### config.mk
export PLATFORM = sky130hd
export DESIGN_NAME = pixel_painter
export DESIGN_NICKNAME = d
export VERILOG_FILES = /design/src/rtl/pixel_painter.sv
export SDC_FILE = /design/constraint.sdc
export NUM_CORES = 1
export LEC_CHECK = 0
export CAP_MARGIN = 20
export CORE_MARGIN = 1.5
export CORE_UTILIZATION = 46
export CTS_CLUSTER_DIAMETER = 60
export DETAILED_ROUTE_END_ITERATION = 8
export DONT_BUFFER_PORTS = 1
export GPL_TIMING_DRIVEN = 0
export PLACE_DENSITY = 0.58
export SKIP_CTS_REPAIR_TIMING = 1
export SLEW_MARGIN = 5
export SYNTH_ARGS = -nofsm -noshare
export SYNTH_HDL_FRONTEND = slang
export SYNTH_SLANG_ARGS = --single-unit
### constraint.sdc
create_clock -name clk -period 5.38 [get_ports clk]
set_clock_uncertainty 0.15 [all_clocks]
set_input_delay 1.076 -clock clk [delete_from_list [all_inputs] [get_ports clk]]
set_output_delay 1.076 -clock clk [all_outputs]
set_load 0.05 [all_outputs]
### src/rtl/pixel_painter.sv
// pixel_painter: write-side engine for the 128x128 3-bit pixel frame store.
// It turns brush samples into single-pixel RAM writes covering a
// (2R+1)x(2R+1) square around the brush, or erases the whole canvas.
//
// Ports:
//   clk, reset      clock; asynchronous active-high reset
//   brush           level, brush touching canvas
//   newColor[2:0]   paint colour code
//   wx, wy [7:0]    brush position; values >= 2^COORD_W are off-canvas
//   clear           single-cycle request to erase the canvas
//   we              RAM write enable (registered)
//   waddr           RAM write address {y,x} (registered)
//   wdata[2:0]      RAM write data (registered)
//   busy            high while a paint or clear is running (registered)
//   done            one-cycle pulse after the last paint/clear cycle (registered)
module pixel_painter #(
    parameter int unsigned COORD_W     = 7,
    parameter int unsigned BRUSH_R     = 1,
    parameter logic [2:0]  ERASE_COLOR = 3'd0
) (
    input  logic                   clk,
    input  logic                   reset,
    input  logic                   brush,
    input  logic [2:0]             newColor,
    input  logic [7:0]             wx,
    input  logic [7:0]             wy,
    input  logic                   clear,
    output logic                   we,
    output logic [2*COORD_W-1:0]   waddr,
    output logic [2:0]             wdata,
    output logic                   busy,
    output logic                   done
);

    localparam int unsigned AW     = 2 * COORD_W;
    localparam int unsigned CW     = COORD_W + 2;          // signed intermediate width
    localparam int unsigned SIDE   = 2 * BRUSH_R + 1;
    localparam int unsigned LAST   = SIDE - 1;
    localparam int unsigned IW     = $clog2(SIDE + 1);
    localparam int unsigned CANVAS = 1 << COORD_W;

    typedef enum logic [1:0] {
        IDLE  = 2'd0,
        PAINT = 2'd1,
        CLEAR = 2'd2
    } state_e;

    state_e               state_q, state_d;
    logic [IW-1:0]        ix_q, ix_d, iy_q, iy_d;
    logic [COORD_W-1:0]   cx_q, cx_d, cy_q, cy_d;
    logic [2:0]           col_q, col_d;
    logic                 rec_valid_q, rec_valid_d;
    logic                 we_q, we_d;
    logic [AW-1:0]        waddr_q, waddr_d;
    logic [2:0]           wdata_q, wdata_d;
    logic                 busy_q, busy_d;
    logic                 done_q, done_d;

    // Scan position to emit next: origin when starting, else advance x then y.
    logic                 paint_last;
    logic [IW-1:0]        pos_x, pos_y;
    logic [COORD_W-1:0]   base_x, base_y;
    logic signed [CW-1:0] px, py;
    logic                 pos_on;
    logic [AW-1:0]        pos_addr;

    assign paint_last = (ix_q == IW'(LAST)) && (iy_q == IW'(LAST));
    assign pos_x      = (state_q != PAINT) ? '0 : ((ix_q == IW'(LAST)) ? '0 : ix_q + IW'(1));
    assign pos_y      = (state_q != PAINT) ? '0 : ((ix_q == IW'(LAST)) ? iy_q + IW'(1) : iy_q);
    assign base_x     = (state_q == PAINT) ? cx_q : wx[COORD_W-1:0];
    assign base_y     = (state_q == PAINT) ? cy_q : wy[COORD_W-1:0];

    assign px = $signed(CW'(base_x)) + $signed(CW'(pos_x)) - $signed(CW'(BRUSH_R));
    assign py = $signed(CW'(base_y)) + $signed(CW'(pos_y)) - $signed(CW'(BRUSH_R));

    // On canvas iff 0 <= v <= 2^COORD_W-1, i.e. sign and overflow bits clear.
    assign pos_on   = (px[CW-1:COORD_W] == '0) && (py[CW-1:COORD_W] == '0);
    assign pos_addr = {py[COORD_W-1:0], px[COORD_W-1:0]};

    // A stroke starts on an on-canvas touch that differs from the last stroke.
    logic on_canvas_in, rec_differs, stroke_start;
    assign on_canvas_in = ({1'b0, wx} < 9'(CANVAS)) && ({1'b0, wy} < 9'(CANVAS));
    assign rec_differs  = !rec_valid_q || (wx != 8'(cx_q)) || (wy != 8'(cy_q))
                          || (newColor != col_q);
    assign stroke_start = brush && on_canvas_in && rec_differs;

    // State and output registers.
    always_ff @(posedge clk or posedge reset) begin
        if (reset) begin
            state_q     <= IDLE;
            ix_q        <= '0;
            iy_q        <= '0;
            cx_q        <= '0;
            cy_q        <= '0;
            col_q       <= '0;
            rec_valid_q <= 1'b0;
            we_q        <= 1'b0;
            waddr_q     <= '0;
            wdata_q     <= '0;
            busy_q      <= 1'b0;
            done_q      <= 1'b0;
        end else begin
            state_q     <= state_d;
            ix_q        <= ix_d;
            iy_q        <= iy_d;
            cx_q        <= cx_d;
            cy_q        <= cy_d;
            col_q       <= col_d;
            rec_valid_q <= rec_valid_d;
            we_q        <= we_d;
            waddr_q     <= waddr_d;
            wdata_q     <= wdata_d;
            busy_q      <= busy_d;
            done_q      <= done_d;
        end
    end

    // Next state and next registered outputs (the write shown next cycle).
    always_comb begin
        state_d     = state_q;
        ix_d        = ix_q;
        iy_d        = iy_q;
        cx_d        = cx_q;
        cy_d        = cy_q;
        col_d       = col_q;
        rec_valid_d = rec_valid_q;
        we_d        = 1'b0;
        waddr_d     = waddr_q;
        wdata_d     = wdata_q;
        busy_d      = 1'b0;
        done_d      = 1'b0;

        case (state_q)
            IDLE: begin
                if (clear) begin
                    state_d = CLEAR;
                    we_d    = 1'b1;
                    waddr_d = '0;
                    wdata_d = ERASE_COLOR;
                    busy_d  = 1'b1;
                end else if (stroke_start) begin
                    state_d     = PAINT;
                    cx_d        = wx[COORD_W-1:0];
                    cy_d        = wy[COORD_W-1:0];
                    col_d       = newColor;
                    rec_valid_d = 1'b1;
                    ix_d        = '0;
                    iy_d        = '0;
                    busy_d      = 1'b1;
                    we_d        = pos_on;
                    if (pos_on) begin
                        waddr_d = pos_addr;
                        wdata_d = newColor;
                    end
                end else if (!brush) begin
                    // Lifting the brush lets a new press at the same spot repaint.
                    rec_valid_d = 1'b0;
                end
            end

            PAINT: begin
                if (clear) begin
                    // Abort the paint silently; no done pulse for it.
                    state_d = CLEAR;
                    we_d    = 1'b1;
                    waddr_d = '0;
                    wdata_d = ERASE_COLOR;
                    busy_d  = 1'b1;
                end else if (paint_last) begin
                    state_d = IDLE;
                    done_d  = 1'b1;
                end else begin
                    ix_d   = pos_x;
                    iy_d   = pos_y;
                    busy_d = 1'b1;
                    we_d   = pos_on;
                    if (pos_on) begin
                        waddr_d = pos_addr;
                        wdata_d = col_q;
                    end
                end
            end

            CLEAR: begin
                // waddr_q doubles as the clear address counter.
                if (waddr_q == '1) begin
                    state_d = IDLE;
                    done_d  = 1'b1;
                end else begin
                    we_d    = 1'b1;
                    waddr_d = waddr_q + AW'(1);
                    wdata_d = ERASE_COLOR;
                    busy_d  = 1'b1;
                end
            end

            default: begin
                state_d = IDLE;
            end
        endcase
    end

    assign we    = we_q;
    assign waddr = waddr_q;
    assign wdata = wdata_q;
    assign busy  = busy_q;
    assign done  = done_q;

endmodule

==> flow_summary.json <==
{
  "p_int_mw": 1.02,
  "floorplan.initialDensity_pct": 48.0,
  "design_power_total_mw": 2.07,
  "dpl.cell_count": 454,
  "period_needed_ns": 5.14,
  "grt_util_all_layers_pct": 21.2,
  "areaGrowthSynthToFinish_pct": 7.10,
  "crit_start": "state_q[1]",
  "diodes": 0,
  "synth_top_area_share_pct": 33.4,
  "avgRoutedWirePerCell_um": 16.7,
  "post-route-period-util_pct": 95.5,
  "crit_path_end_kind": "flip-flop",
  "cts_buffers": 5,
  "finalSetupViolations": 0,
  "dr.pass1.iters": 4,
  "crit_required_ns": 5.41,
  "ir_drop_mv": 0.178,
  "clkPwrFrac_pct": 10.7,
  "rows": 30,
  "synth-main-ff-cell": "dfrtp_1",
  "insertion_delay_ns": 0.30,
  "cp.arrival_ns": 5.17,
  "drc": 0,
  "synth_edf_count": 0,
  "post-synth-top-count-cell": "dfrtp_1",
  "timing.fmax_ghz": 0.195,
  "hold_viol": 0,
  "rsz0062_at_grt": "no",
  "r2r-start": "state_q[1]",
  "synthArstFlopShare_pct": 100,
  "relSlewSlack_pct": 41.9,
  "layout.nets": 412,
  "grt_pass1_vias": 2526,
  "critPathKind": "flip-flop to flip-flop",
  "dieArea_mm2": 0.00768,
  "p_comb_share_pct": 47.2,
  "status": "complete, no violations",
  "tns_ns": 0,
  "vias": 2615,
  "p_leak_nw": 1.54,
  "h-tree-depth": 2,
  "portBuffers": 0,
  "critPathLaunchType": "flip-flop",
  "dp_hpwl_mm": 5.97,
  "netlist_area_mm2": 0.00330,
  "worstHoldStart": "rec_valid_q",
  "p_switching_mw": 1.05,
  "die_w_um": 87.7,
  "drive_gt1_share_pct": 11.5,
  "synth_cells": 357,
  "synth_fp_nets": 404,
  "core_mm2": 0.00687,
  "clk_path_buf_depth": 2,
  "crit_fanout": 10,
  "routed_via_density": 5.66,
  "yosys.area.top_type": "dfrtp_1",
  "cts_tree": "built",
  "grt_max_degree": 27,
  "syn_avg_cell_area_um2": 9.24,
  "maxCapViolations": 0,
  "antenna_found_initial": 0,
  "holdCritPathClass": "flip-flop to flip-flop",
  "clkSinkCount": 44,
  "synth.distinct_cells": 57,
  "finalNonFillerCells": 462,
  "ant_nets": 0,
  "seqPwrFrac_pct": 42.1,
  "place_congestion": 0.839,
  "synth-seq-cells": 44,
  "yosysSeqAreaShare_pct": 33.4,
  "drtIter0Drc": 158,
  "overflow": 0,
  "routed_wl_mm": 7.71,
  "clk_pin_slew_ns": 0.09,
  "worst_slew_pin_slew_ns": 0.864,
  "synth_warnings": 0,
  "switching_share_pct": 50.7,
  "die_y_um": 87.7,
  "slew_violations": 0,
  "power_density_mw_per_mm2": 586,
  "root_buffer": "clkbuf_8",
  "grt_pass1_wl_mm": 12.5,
  "synth_common_cells": "dfrtp_1, inv_1, ha_1, nand2_1, o21ai_0",
  "ioPinCount": 43,
  "synthTopCellsByArea": "dfrtp_1, ha_1, mux2_2"
}
-- critical path, cell delays in order, from the launching register on --
cell	delay, ns
dfrtp_1	0.41
inv_1	0.11
ha_1	0.19
buf_6	0.15
clkbuf_1	0.46
clkbuf_2	0.41
mux2i_1	0.27
ha_1	0.26
inv_1	0.06
ha_1	0.17
inv_1	0.06
fa_1	0.40
maj3_1	0.39
a22oi_1	0.22
xnor2_1	0.20
a41oi_1	0.38
o31a_1	0.39
or3_1	0.36
-- path summary, 6_finish.rpt --
path                                to  slack, ns  cells after the start
min reg2reg                rec_valid_q       0.39                      2
max in group asynchronous      cx_q[0]       4.08                      2
min in group asynchronous    waddr[12]       0.51                      1
max                          waddr[10]       0.24                     17
max reg2reg                  waddr[10]       0.24                     17
min                        rec_valid_q       0.39                      2
-- cell type report --
class                           instances  area, µm²
Clock inverter                          2       10.0
Multi-Input combinational cell        266       2000
Buffer                                 13       67.6
Sequential cell                        44       1100
Tap cell                               96        120
Clock buffer                            6       82.6
Inverter                               34        128
Timing Repair Buffer                    1       20.0
Fill cell                             660       3340
-- registers in the layout, indices dropped and copies added, names as in the netlist --
register / cells
busy: 1
col_q: 3
cx_q: 7
cy_q: 7
done: 1
ix_q: 2
iy_q: 2
rec_valid_q: 1
state_q: 2
waddr: 14
wdata: 3
we: 1
-- metal layers --
layer  vias up  global-route usage [%]  share of wire [%]  wire [µm]
li1       1304                       -                  -          -
met1      1218                    28.5                 48       3700
met2        79                    33.3                 45       3440
met3        14                    5.47                5.5        421
met4         0                    7.07                1.9        150
met5         -                       0                  0          0
-- placed cells by master, fill, tap and decap left out, types with 10 or more instances in the layout --
master,Yosys,routed
inv_1,32,31
a21oi_1,18,18
nand3_1,13,13
xnor2_1,15,15
nor2_1,16,16
mux2_2,17,17
o21ai_0,20,20
nor3_1,10,10
xor2_1,14,14
dfrtp_1,44,44
mux2i_1,14,14
ha_1,22,22
nand2_1,20,20
-- power by group through the flow --
stage / Clock, mW / Combinational, mW / Sequential [mW]
finish: 0.221 / 0.977 / 0.872
detailed placement: 0 / 0.969 / 0.880
CTS: 0.230 / 0.976 / 0.872
global route: 0.244 / 1.09 / 0.898
floorplan: 0 / 0.774 / 0.842
global placement: 0 / 0.961 / 0.874
-- logic make-up (layout without fill, tap and decap cells) --
| family | count (synthesis) | in the layout | synth area share [%] |
|---|---|---|---|
| flip-flops | 44 | 44 | 33.4 |
| XOR/XNOR | 29 | 29 | 7.70 |
| AO/OA/AOI/OAI | 90 | 90 | 18.2 |
| AND/OR/NAND/NOR | 87 | 87 | 13.2 |
| multiplexers | 34 | 34 | 11.4 |
| buffers and inverters | 47 | 56 | 5.88 |
| adder cells (fa/ha/maj) | 26 | 26 | 10.2 |
-- per-stage QoR --
stage,hold slack (ns),util [%],setup WS [ns],instance area (µm²)
finish,0.386,51.4,0.242,3530
global route,0.410,51.4,0.0572,3530
CTS,0.386,51.4,0.0282,3530
detailed placement,0.359,50.0,0.0570,3440
global placement,0.348,49.7,0.113,3420
floorplan,0.321,-,0.866,3300
Note: power is estimated with default switching activity, not from simulation.
